File: src/rtl/if_id_ibuf_if.sv
// Fetch-to-decode bundle for the instruction buffer: fetch push side (no ready)
// plus the valid/ready decode side. "slave" is the buffer's view.
interface if_id_ibuf_if #(
  parameter int DATA_W = 32,
  parameter int ADDR_W = 32
);
  logic              in_valid_i;
  logic [DATA_W-1:0] in_inst_i;
  logic [ADDR_W-1:0] in_addr_i;
  logic              in_pred_branch_i;
  logic              in_err_i;

  logic              out_valid_o;
  logic              out_ready_i;
  logic [DATA_W-1:0] out_inst_o;
  logic [ADDR_W-1:0] out_addr_o;
  logic              out_pred_branch_o;
  logic              out_err_o;

  modport slave (
    input  in_valid_i, in_inst_i, in_addr_i, in_pred_branch_i, in_err_i,
    input  out_ready_i,
    output out_valid_o, out_inst_o, out_addr_o, out_pred_branch_o, out_err_o
  );

  modport master (
    output in_valid_i, in_inst_i, in_addr_i, in_pred_branch_i, in_err_i,
    output out_ready_i,
    input  out_valid_o, out_inst_o, out_addr_o, out_pred_branch_o, out_err_o
  );
endinterface

File: src/rtl/if_id_ibuf.sv
// Circular instruction buffer between fetch and decode; 1-cycle push-to-head latency.
// Fetch has no ready: stall_req_o is raised SKID entries early, overflow drops are sticky.
module if_id_ibuf #(
  parameter int DEPTH  = 4,
  parameter int SKID   = 2,
  parameter int DATA_W = 32,
  parameter int ADDR_W = 32
) (
  input  logic                     clk,
  input  logic                     rst,
  input  logic                     flush_i,
  if_id_ibuf_if.slave              bus,
  output logic                     stall_req_o,
  output logic                     overflow_o,
  output logic [$clog2(DEPTH):0]   count_o
);

  localparam int IDX_W = $clog2(DEPTH);
  localparam int PTR_W = IDX_W + 1;
  localparam logic [PTR_W-1:0] FULL_CNT  = PTR_W'(DEPTH);
  localparam logic [PTR_W-1:0] STALL_CNT = PTR_W'(DEPTH - SKID);

  typedef struct packed {
    logic [DATA_W-1:0] inst;
    logic [ADDR_W-1:0] addr;
    logic              pred_branch;
    logic              err;
  } entry_t;

  entry_t           mem_q [DEPTH];
  logic [PTR_W-1:0] wr_ptr_q, wr_ptr_d;
  logic [PTR_W-1:0] rd_ptr_q, rd_ptr_d;
  logic [PTR_W-1:0] count, count_d;
  logic             stall_q, stall_d;
  logic             ovf_q, ovf_d;
  logic             empty, full, push, pop, drop, wr_en;
  entry_t           wr_entry, head;

  assign wr_entry = '{inst:        bus.in_inst_i,
                      addr:        bus.in_addr_i,
                      pred_branch: bus.in_pred_branch_i,
                      err:         bus.in_err_i};

  always_comb begin
    count    = wr_ptr_q - rd_ptr_q;
    empty    = (count == '0);
    full     = (count == FULL_CNT);
    pop      = !empty && bus.out_ready_i;
    // A full buffer still takes a new entry when the head leaves in the same cycle.
    push     = bus.in_valid_i && (!full || pop);
    drop     = bus.in_valid_i && full && !pop && !flush_i;
    wr_en    = push && !flush_i;

    wr_ptr_d = wr_ptr_q;
    rd_ptr_d = rd_ptr_q;
    ovf_d    = ovf_q;
    count_d  = count;
    stall_d  = stall_q;

    if (flush_i) begin
      wr_ptr_d = '0;
      rd_ptr_d = '0;
      ovf_d    = 1'b0;
      count_d  = '0;
      stall_d  = 1'b0;
    end else begin
      wr_ptr_d = wr_ptr_q + {{(PTR_W-1){1'b0}}, push};
      rd_ptr_d = rd_ptr_q + {{(PTR_W-1){1'b0}}, pop};
      ovf_d    = ovf_q | drop;
      count_d  = wr_ptr_d - rd_ptr_d;
      stall_d  = (count_d >= STALL_CNT);
    end
  end

  always_ff @(posedge clk) begin
    if (rst) begin
      wr_ptr_q <= '0;
      rd_ptr_q <= '0;
      stall_q  <= 1'b0;
      ovf_q    <= 1'b0;
      for (int k = 0; k < DEPTH; k++) begin
        mem_q[k] <= '0;
      end
    end else begin
      wr_ptr_q <= wr_ptr_d;
      rd_ptr_q <= rd_ptr_d;
      stall_q  <= stall_d;
      ovf_q    <= ovf_d;
      if (wr_en) begin
        mem_q[wr_ptr_q[IDX_W-1:0]] <= wr_entry;
      end
    end
  end

  assign head                  = mem_q[rd_ptr_q[IDX_W-1:0]];
  assign bus.out_valid_o       = !empty;
  assign bus.out_inst_o        = head.inst;
  assign bus.out_addr_o        = head.addr;
  assign bus.out_pred_branch_o = head.pred_branch;
  assign bus.out_err_o         = head.err;
  assign stall_req_o           = stall_q;
  assign overflow_o            = ovf_q;
  assign count_o               = count;

endmodule
File: src/flat_wrapper.sv
// flat-port wrapper written by rule: the top's interface ports become plain ports
module if_id_ibuf_flat 
#(
  parameter int DEPTH  = 4,
  parameter int SKID   = 2,
  parameter int DATA_W = 32,
  parameter int ADDR_W = 32
)
  (clk, rst, flush_i, stall_req_o, overflow_o, count_o, bus_in_valid_i, bus_in_inst_i, bus_in_addr_i, bus_in_pred_branch_i, bus_in_err_i, bus_out_ready_i, bus_out_valid_o, bus_out_inst_o, bus_out_addr_o, bus_out_pred_branch_o, bus_out_err_o);
  if_id_ibuf_if #(.DATA_W(DATA_W), .ADDR_W(ADDR_W)) bus_i ();
  input  logic clk;
  input  logic rst;
  input  logic flush_i;
  output logic stall_req_o;
  output logic overflow_o;
  output logic [$clog2(DEPTH):0] count_o;
  input wire logic [$bits(bus_i.in_valid_i)-1:0] bus_in_valid_i;
  input wire logic [$bits(bus_i.in_inst_i)-1:0] bus_in_inst_i;
  input wire logic [$bits(bus_i.in_addr_i)-1:0] bus_in_addr_i;
  input wire logic [$bits(bus_i.in_pred_branch_i)-1:0] bus_in_pred_branch_i;
  input wire logic [$bits(bus_i.in_err_i)-1:0] bus_in_err_i;
  input wire logic [$bits(bus_i.out_ready_i)-1:0] bus_out_ready_i;
  output wire logic [$bits(bus_i.out_valid_o)-1:0] bus_out_valid_o;
  output wire logic [$bits(bus_i.out_inst_o)-1:0] bus_out_inst_o;
  output wire logic [$bits(bus_i.out_addr_o)-1:0] bus_out_addr_o;
  output wire logic [$bits(bus_i.out_pred_branch_o)-1:0] bus_out_pred_branch_o;
  output wire logic [$bits(bus_i.out_err_o)-1:0] bus_out_err_o;
  assign bus_i.in_valid_i = bus_in_valid_i;
  assign bus_i.in_inst_i = bus_in_inst_i;
  assign bus_i.in_addr_i = bus_in_addr_i;
  assign bus_i.in_pred_branch_i = bus_in_pred_branch_i;
  assign bus_i.in_err_i = bus_in_err_i;
  assign bus_i.out_ready_i = bus_out_ready_i;
  assign bus_out_valid_o = bus_i.out_valid_o;
  assign bus_out_inst_o = bus_i.out_inst_o;
  assign bus_out_addr_o = bus_i.out_addr_o;
  assign bus_out_pred_branch_o = bus_i.out_pred_branch_o;
  assign bus_out_err_o = bus_i.out_err_o;
  if_id_ibuf #(.DEPTH(DEPTH), .SKID(SKID), .DATA_W(DATA_W), .ADDR_W(ADDR_W)) u_core (.clk(clk), .rst(rst), .flush_i(flush_i), .bus(bus_i), .stall_req_o(stall_req_o), .overflow_o(overflow_o), .count_o(count_o));
endmodule
File: config.mk
export PLATFORM = sky130hd
export DESIGN_NAME = if_id_ibuf_flat
export DESIGN_NICKNAME = d
export VERILOG_FILES = /design/src/rtl/if_id_ibuf_if.sv /design/src/rtl/if_id_ibuf.sv /design/src/flat_wrapper.sv
export SDC_FILE = /design/constraint.sdc
export NUM_CORES = 1
export LEC_CHECK = 0
export CORE_ASPECT_RATIO = 1.2
export CORE_MARGIN = 2
export CORE_UTILIZATION = 30
export CTS_BUF_LIST = sky130_fd_sc_hd__clkbuf_8
export DETAILED_ROUTE_END_ITERATION = 8
export RECOVER_POWER = 100
export SYNTH_ARGS = -nofsm -noshare
export SYNTH_HDL_FRONTEND = slang
export SYNTH_SLANG_ARGS = --single-unit
export TNS_END_PERCENT = 30
File: constraint.sdc
create_clock -name clk -period 7 [get_ports clk]
set_clock_uncertainty 0.05 [all_clocks]
set_input_delay 1.4 -clock clk [delete_from_list [all_inputs] [get_ports clk]]
set_output_delay 1.4 -clock clk [all_outputs]
set_load 0.01 [all_outputs]
# Word level (Yosys, flattened, before mapping)
# Memory sizes are Yosys's and may differ from the RTL's. A register that Yosys moved wholly into a read port is not among the register bits.
# Index checks and enable logic that the tools add are counted.
# Widths: inputs -> output; s select.
[word_totals]
register_bits = 8
mem_bits_rw = 264
in_bits = 71
output_inout_bits = 72
elab_cells = 35
mem_count = 1
[classes]
n_addsub = 4
magnitude_cmp = 1
n_eq_ne = 1
muxes = 9
bitwise_logic = 1
n_reduce_logical = 14
[mem_list]
columns = ["name", "words", "width", "rd", "rd_ports_with_merged_regs", "write_ports", "line_no", "text"]
rows = [
  ["u_core.mem_q", 4, 66, 1, 1, 4, "if_id_ibuf.sv:30", "entry_t mem_q [DEPTH];"],
]
[ops]
columns = ["op", "n"]
rows = [
  ["$mux 66", 1],
  ["$reduce_or 66->1", 1],
  ["$add 3x1->3", 2],
  ["$logic_and 1x1->1", 6],
  ["$mux 1", 6],
  ["$sub 3x3->3", 2],
  ["$logic_not 1->1", 4],
  ["$mux 2", 2],
  ["$eq 3x3->1 const B", 1],
  ["$ge 3x2->1 const B", 1],
  ["$logic_not 3->1", 1],
  ["$reduce_or 2->1", 1],
  ["$logic_or 1x1->1", 1],
  ["$or 1x1->1", 1],
]

# Longest topological paths before layout
[depth]
word_depth = 12
ltp_mapped = 12
depth_no_buf = 12

# Least setup slack after synthesis
# Ideal clock, no wire load.
[synth_timing]
path_type = "input to register"
startpoint = "input bus_in_valid_i"
endpoint = "memory u_core.mem_q[3][0] (netlist bit) (enable)"
setup_time_ps = 504
t_arrival_ps = 5140
required_ps = 6446
setup_slack_ps = 1307
stages = 4
n_path_buf = 1
path_cell_list = "nor2b_1 -> o21ai_2 -> buf_2 -> o21bai_1"
[synth_lines]
columns = ["item", "line_no", "text"]
rows = [
  ["start, declared", "flat_wrapper.sv:17", "input wire logic [$bits(bus_i.in_valid_i)-1:0] bus_in_valid_i;"],
  ["end, declared", "if_id_ibuf.sv:30", ""],
]

==> run_results.csv <==
group,metric,value,unit
sta,finalSetupViolations,0,
clock_network,postCtsSetupBuffers,0,
layout,utilization,36.9,%
clock_network,clk_latency,0.55,ns
worst_setup_path,r2r-start,"u_core.wr_ptr_q[0]",
sta,drv_slew,466,
power_and_ir_drop,vdd_drop_max,122,µV
clock_network,cts_buffers,43,
drt,wl_met2,14900,µm
clock_network,cts_tree,"done",
synthesis,synth_edf_count,264,
layout,diodes,0,
layout,nets,988,
sta,tightest_slew,3.85,ns
die,rows,79,
worst_setup_path,crit_path_max_fanout,65,
sta,max_freq,184,MHz
synthesis,syn_avg_cell_area,15.3,µm²
die,boundaryPins,143,
drt,via_count,6652,
grt,grt_first_pass_wirelength,43500,µm
die,core,0.0386,mm²
die,die_y,220,µm
layout,fin_cells,1462,
synthesis,synthArstFlopShare,0,%
drt,wl_per_cell,19.6,µm
drt,wl_met1,11900,µm
clock_network,ctsResizeCount,0,
die,start_util,30.2,%
grt,track_usage,14.4,%
layout,drive_above_1_share,13.7,%
worst_setup_path,arrival,5.54,ns
layout,area_growth,22.0,%
synthesis,synth_area,0.0117,mm²
drt,wirelength,28700,µm
drt,dr.pass1.iters,4,
worst_setup_path,required,7.10,ns
worst_setup_path,startpoint,"u_core.wr_ptr_q[0]",
drt,final_antenna_net_count,0,
sta,rsz0062_at_grt,"no",
worst_setup_path,critPathKind,"flip-flop to flip-flop",
synthesis,synth_cell_types,30,
placement,port_buffers,142,
placement,hpwl,16500,µm
min_path,hold_class,"flip-flop to flip-flop",
clock_network,cts_max_path_buffers,3,
clock_network,cts_root_buffer,"clkbuf_8",
clock_network,path_clk_slew,0.06,ns
synthesis,seq_area_frac_synth,69.2,%
grt,antenna_found_initial,0,
min_path,worstHoldStart,"u_core.overflow_o",
sta,hold_ws,0.410,ns
clock_network,cts_hold_buf,0,
sta,fin_crit_sh,77.8,%
drt,wl_met3,1400,µm
power_and_ir_drop,leakage,4.98,nW
clock_network,h-tree-depth,2,
clock_network,clock-sinks,272,
synthesis,yosys_most_used_dff,"edfxtp_1",
drt,routed.top_layer,"met4",
sta,layout_min_cycle_time,5.45,ns
sta,slew_headroom,-157,%
synthesis,yosys_warnings,0,
grt,grt_pass1_vias,7216,
drt,drt_iter0_drc,452,
job,maxCapViolCount,7,
drt,drcViolationCount,0,
power_and_ir_drop,p_per_area,239,mW/mm²
layout,layout_commonest_cell,"edfxtp_1",
grt,grt_max_degree,70,
sta,final_hold_viol_count,0,
die,die_w,184,µm
worst_setup_path,cp-start-kind,"flip-flop",
placement,finalWeightedCongestion,0.739,
worst_setup_path,crit_path_end_kind,"flip-flop",
status,status,"finished, violations left",
sta,finalSetupTns,0,ns
synthesis,ys_seq_elements,272,
synthesis,syn-num-nets,844,
grt,overflow,0,
drt,viasPerCell,4.55,
synthesis,synth_cells,765,
layout,final_cell_mix,"edfxtp_1, nor2_1, dlygate4sd3_1, clkdlybuf4s50_1, nand2b_1",
placement,dp_cells,1390,
status,violations,"max-capacitance violations, max-slew violations",
die,die-area,0.0406,mm²
[kinds of logic after synthesis]
logic type | Yosys count | synth area share, %
AO/OA/AOI/OAI | 8 | 0.696
XOR/XNOR | 4 | 0.557
adder cells (fa/ha/maj) | 8 | 0.985
buffers and inverters | 59 | 2.98
flip-flops | 272 | 69.2
multiplexers | 66 | 12.7
AND/OR/NAND/NOR | 348 | 12.9
[cell usage after synthesis (2+ instances only)]
| master | count | share of area [%] |
|---|---|---|
| inv_1 | 9 | 0.29 |
| clkbuf_1 | 14 | 0.45 |
| nor3_1 | 4 | 0.17 |
| nand2b_1 | 69 | 3.7 |
| nor4_1 | 3 | 0.16 |
| fa_1 | 2 | 0.34 |
| dfxtp_1 | 8 | 1.4 |
| edfxtp_1 | 264 | 68 |
| nor2_1 | 263 | 8.4 |
| buf_2 | 17 | 0.73 |
| mux4_2 | 66 | 13 |
| buf_4 | 8 | 0.51 |
| ha_1 | 6 | 0.64 |
| o2111ai_2 | 2 | 0.26 |
| and2_1 | 3 | 0.16 |
| nand2_1 | 3 | 0.096 |
| xnor2_1 | 2 | 0.15 |
| buf_6 | 10 | 0.96 |
[metrics by stage]
step	setup WS (ns)	instance area, µm²	total power, mW
2_1_floorplan	1.31	11700	2.09
4_1_cts	2.16	14300	3.46
6_report	1.55	14300	3.40
3_3_place_gp	2.78	13600	2.27
3_5_place_dp	2.75	13600	2.27
5_1_grt	1.08	14300	3.54
[power by group]
part	leakage (nW)	switching, mW	internal [mW]
Combinational	1.76	0.169	0.146
Clock	0.411	0.611	0.576
Sequential	2.82	0.0273	1.87
[layout make-up]
type                            count  area (µm²)
Fill cell                        3700       24400
Sequential cell                   272        8100
Clock inverter                     29         135
Multi-Input combinational cell    434        3290
Timing Repair Buffer              149        1450
Tap cell                          526         658
Clock buffer                       43         592
Inverter                            9        33.8
[sequential cells by signal (all words and copies together), names as in the netlist]
name,cells
u_core.mem_q,264
u_core.rd_ptr_q,3
u_core.wr_ptr_q,3
u_core.overflow_o,1
u_core.stall_req_o,1
[critical path, stage by stage (launching register included)]
cell and delay [ns]:
dfxtp_1 0.52, inv_1 0.19, ha_1 0.23, fa_1 0.54
nand3b_1 0.36, o211ai_4 0.30, clkbuf_1 2.73, nor2_1 0.08
[path summary, 6_finish.rpt]
path	cells past startpoint	end	slack, ns
setup / recovery	7	u_core.mem_q[0][52]	1.55
hold reg to reg	2	u_core.overflow_o	0.41
setup reg to reg	7	u_core.mem_q[0][52]	1.55
hold / removal	2	u_core.overflow_o	0.41
[metal layers]
metal | GRT usage, % | vias to the layer above
li1 | - | 3058
met1 | 18.2 | 3374
met2 | 25.1 | 186
met3 | 2.58 | 34
met4 | 4.40 | 0
met5 | 0 | -
Note: power is estimated with default switching activity, not from simulation.
